==> src/rtl/rf_write_arbiter.sv <==
// Round-robin arbiter sharing the register-file write port among NUM_REQ writeback sources.
// Optional bypass outputs toward the read ports are enabled by defining RF_WRITE_ARB_FWD_EN.
module rf_write_arbiter #(
    parameter int NUM_REQ = 3,
    parameter int DATA_W  = 32,
    parameter int ADDR_W  = 5
) (
    input  logic                      CLK,
    input  logic                      RST,
    input  logic [NUM_REQ-1:0]        REQ,
    input  logic [NUM_REQ*ADDR_W-1:0] REQ_ADDR,
    input  logic [NUM_REQ*DATA_W-1:0] REQ_DATA,
    output logic [NUM_REQ-1:0]        GNT,
    output logic [ADDR_W-1:0]         RF_A3,
    output logic [DATA_W-1:0]         RF_WD3,
    output logic                      RF_WE,
`ifdef RF_WRITE_ARB_FWD_EN
    input  logic [ADDR_W-1:0]         RA1,
    input  logic [ADDR_W-1:0]         RA2,
    output logic                      FWD1_VLD,
    output logic                      FWD2_VLD,
    output logic [DATA_W-1:0]         FWD_DATA,
`endif
    output logic                      BUSY
);

    localparam int PW = (NUM_REQ > 1) ? $clog2(NUM_REQ) : 1;

    logic [PW-1:0]            prio_reg;
    logic [PW-1:0]            prio_next;
    logic                     we_reg;
    logic [ADDR_W-1:0]        a3_reg;
    logic [DATA_W-1:0]        wd3_reg;

    logic [ADDR_W-1:0]        addr_arr [NUM_REQ];
    logic [DATA_W-1:0]        data_arr [NUM_REQ];
    logic [2*NUM_REQ-1:0]     req_dbl;
    logic [2*NUM_REQ-1:0]     req_rot;
    logic                     found;
    logic [PW-1:0]            off;
    logic [PW:0]              sum;
    logic [PW-1:0]            win_idx;
    logic [NUM_REQ-1:0]       gnt_raw;
    logic [ADDR_W-1:0]        win_addr;
    logic [DATA_W-1:0]        win_data;

    genvar gi;
    generate
        for (gi = 0; gi < NUM_REQ; gi++) begin : g_unpack
            assign addr_arr[gi] = REQ_ADDR[gi*ADDR_W +: ADDR_W];
            assign data_arr[gi] = REQ_DATA[gi*DATA_W +: DATA_W];
            assign gnt_raw[gi]  = found && (win_idx == PW'(gi));
        end
    endgenerate

    // Rotating a doubled copy puts the current priority holder at bit 0.
    assign req_dbl = {REQ, REQ};
    assign req_rot = req_dbl >> prio_reg;

    always_comb begin
        found = 1'b0;
        off   = '0;
        for (int k = 0; k < NUM_REQ; k++) begin
            if (!found && req_rot[k]) begin
                found = 1'b1;
                off   = PW'(k);
            end
        end
    end

    assign sum       = {1'b0, prio_reg} + {1'b0, off};
    assign win_idx   = (sum >= (PW+1)'(NUM_REQ)) ? PW'(sum - (PW+1)'(NUM_REQ)) : PW'(sum);
    assign prio_next = (win_idx == PW'(NUM_REQ-1)) ? '0 : win_idx + PW'(1);

    always_comb begin
        win_addr = '0;
        win_data = '0;
        for (int i = 0; i < NUM_REQ; i++) begin
            if (gnt_raw[i]) begin
                win_addr = addr_arr[i];
                win_data = data_arr[i];
            end
        end
    end

    assign GNT  = RST ? gnt_raw : '0;
    assign BUSY = |(REQ & ~GNT);

    // Address 0 writes and idle cycles both park the port on register 0 with enable low.
    always_ff @(posedge CLK or negedge RST) begin
        if (!RST) begin
            prio_reg <= '0;
            we_reg   <= 1'b0;
            a3_reg   <= '0;
            wd3_reg  <= '0;
        end else if (found && (win_addr != '0)) begin
            prio_reg <= prio_next;
            we_reg   <= 1'b1;
            a3_reg   <= win_addr;
            wd3_reg  <= win_data;
        end else begin
            if (found) begin
                prio_reg <= prio_next;
            end
            we_reg  <= 1'b0;
            a3_reg  <= '0;
            wd3_reg <= '0;
        end
    end

    assign RF_WE  = we_reg;
    assign RF_A3  = a3_reg;
    assign RF_WD3 = wd3_reg;

`ifdef RF_WRITE_ARB_FWD_EN
    assign FWD1_VLD = we_reg && (a3_reg == RA1) && (RA1 != '0);
    assign FWD2_VLD = we_reg && (a3_reg == RA2) && (RA2 != '0);
    assign FWD_DATA = wd3_reg;
`endif

endmodule

==> config.mk <==
export PLATFORM = sky130hd
export DESIGN_NAME = rf_write_arbiter
export DESIGN_NICKNAME = d
export VERILOG_FILES = /design/src/rtl/rf_write_arbiter.sv
export SDC_FILE = /design/constraint.sdc
export NUM_CORES = 1
export LEC_CHECK = 0
export ABC_AREA = 1
export CAP_MARGIN = 30
export CORE_MARGIN = 1
export CORE_UTILIZATION = 35
export DETAILED_ROUTE_END_ITERATION = 6
export PLACE_DENSITY = 0.83
export SLEW_MARGIN = 20
export SYNTH_ARGS = -nofsm -noshare
export SYNTH_HDL_FRONTEND = slang
export SYNTH_SLANG_ARGS = --single-unit
==> constraint.sdc <==
create_clock -name CLK -period 7.85 [get_ports CLK]
set_clock_uncertainty 0.15 [all_clocks]
set_input_delay 0.785 -clock CLK [delete_from_list [all_inputs] [get_ports CLK]]
set_output_delay 0.785 -clock CLK [all_outputs]
set_load 0.01 [all_outputs]
==> summary.txt <==
Max_slew headroom = 45.7%
Die area = 7080 um^2
Fmax = 0.176 GHz
Synthesis-stage register bit count = 40
Drc violations = 24
Die height = 84.2 um
DR pass1 iterations = 7
Max clock buf depth = 2
Seq. cell area = 1000 um^2
Post-synth EDFFs = 0
Yosys top cell area share = 42.4%
Max reg flops = 32
Syn_nets = 431
Multi-input logic area = 1180 um^2
Mean Syn Cell Area = 7.57 um^2
Synth warnings = 0
Reg2reg setup slack = 3470 ps
Number of global-route vias before repair = 2,745
Sequential cell area fraction in the yosys report = 42.4%
Endpoint of the worst setup timing path = BUSY
Die width = 84.2 um
CTS tree = done
Critical path arrival = 4750 ps
Reg-to-reg startpoint = prio_reg[0]
Share of cells above drive strength 1 = 10.4%
Clock Sink Count = 40
NumNets Final = 579
Largest area contributor in the netlist = dfrtp_1
Dpl hpwl = 5590 um
Unrepaired setup endpoints after global routing = no
Post-CTS setup buffers = 0
Starting Density = 36.8%
WP data required = 6910 ps
Worst Path Max Fanout = 19
Tot GR Track Use = 21.5%
Minimum clock period = 5680 ps
Worst-skew pair later-pin latency = 290 ps
FF-to-FF path depth = 23
FILL cells = 570
Setup crit end kind = primary output
H-tree depth = 2
FF-to-FF End = RF_WD3[3]
Clk root buf = clkbuf_8
Max Slew Vio Count = 0
Count leader, synth = nand3_1
Port bufs = 157
Initial DRC count = 146
Most frequent cells after synthesis = nand3_1, nand2_1, dfrtp_1
Total vias in the final route = 2,711
Final wirelength = 7440 um
CTS Hold Bufs = 0
Outcome = finished with violations
Max Cap Violations = 0
Fin crit share = 72.4%
Failing checks = DRC
Antenna diodes = 0
Core ar. = 6420 um^2
Hold Crit Class = in -> async
Gpl congestion = 0.833
Worst Setup SP = REQ[2]
Final TNS setup = 0 ps
Global-route wire length before repair = 12,300 um
Largest net degree at the start of global routing = 82
Grt ovf = 0
Initial antenna violation count = 0
WS Path Type = in -> out
I/O pin total = 158
WHS = 399 ps
Clock transition at path regs = 70 ps
Final setup fails = 0
Antenna-violating nets left = 0
Area contributors post-synth = dfrtp_1, nand3_1, nand2_1
Area delta synth->final = 72.1%
Synth cell types = 23
Ys flop type = dfrtp_1
Vias per cell = 5.04
Synth Instances = 312
Post-synth design cell area = 2360 um^2
Gates resized, CTS repair = 0
DR WL/cell = 13.8 um
Row count = 29
Hold Violations, Final = 0
Total CTS buffers = 5
Slew @ Worst Pin = 815 ps
Crit start category = input pin
Async set or reset register ratio after synthesis = 100%
==> critical path: stages <==
cell and delay (ps):
clkdlybuf4s50_1 520, nand2_1 90, nand3_1 100, nand2_2 90, a21oi_1 140, ha_1 160, inv_1 40, fa_1 530
inv_2 60, ha_1 220, nor2_2 160, nand2_1 100, nand2_1 70, nand2_1 90, nor2_2 620, nand2_1 180
o21ai_0 220, nand3_1 90, clkdlybuf4s50_1 480
==> area by class of cell <==
type,instances,area share [%]
Multi-Input combinational cell,235,29.1
Clock inverter,3,0.462
Clock buffer,5,1.69
Timing Repair Buffer,162,40.3
Sequential cell,40,24.6
Inverter,16,1.48
Tap cell,77,2.37
==> logic make-up (layout without fill, tap and decap cells) <==
family          after synthesis  in the layout  share of synthesized area, %
simple gates                193            193                          39.8
flops                        40             40                          42.4
compound gates               39             39                          8.26
buf+inv                      37            186                          7.63
fa+ha+maj                     3              3                          1.91
==> cells in the final DEF (no fill, tap or decap) <==
cell type          n
clkdlybuf4s50_1  156
nand3_1           87
nand2_1           53
dfrtp_1           40
a21oi_1           33
nor2_2            25
nor2_1            17
inv_1             14
o21ai_0            5
clkbuf_8           5
nand2_2            4
buf_4              3
inv_2              2
nand4_1            2
ha_1               2
clkinv_2           2
nand3_4            1
o21ai_1            1
or2_0              1
nand3_2            1
or2_1              1
nor2_4             1
fa_1               1
clkinv_4           1
buf_2              1
buf_12             1
buf_16             1
==> through the flow <==
stage | utilization [%] | cell area [um^2] | cells | worst slack, ps
final | 63.3 | 4070 | 538 | 2170
after detailed placement | 61.6 | 3960 | 529 | 2190
after global placement | 61.2 | 3930 | 528 | 2380
after floorplan | - | 2360 | 312 | 3620
after global routing | 63.3 | 4070 | 538 | 1840
after CTS | 63.0 | 4050 | 537 | 2190
==> metal layers <==
metal	vias up	GRT usage (%)	routed length, um
li1	1332	-	-
met1	1270	23.5	2730
met2	102	41.7	4040
met3	7	4.23	573
met4	0	6.58	92
met5	-	0	0
==> worst min path at each step <==
stage | endpoint | slack [ps] | start
after floorplan | RF_A3[0] | 340 | RST
after global placement | prio_reg[0] | 500 | prio_reg[0]
after detailed placement | prio_reg[0] | 510 | prio_reg[0]
after CTS | RF_A3[4] | 420 | RST
after global routing | RF_WD3[14] | 430 | RST
final | RF_WD3[14] | 400 | RST
Power is not shown: default switching activity piles up to over one toggle a cycle in this logic, so the estimate is an artifact.
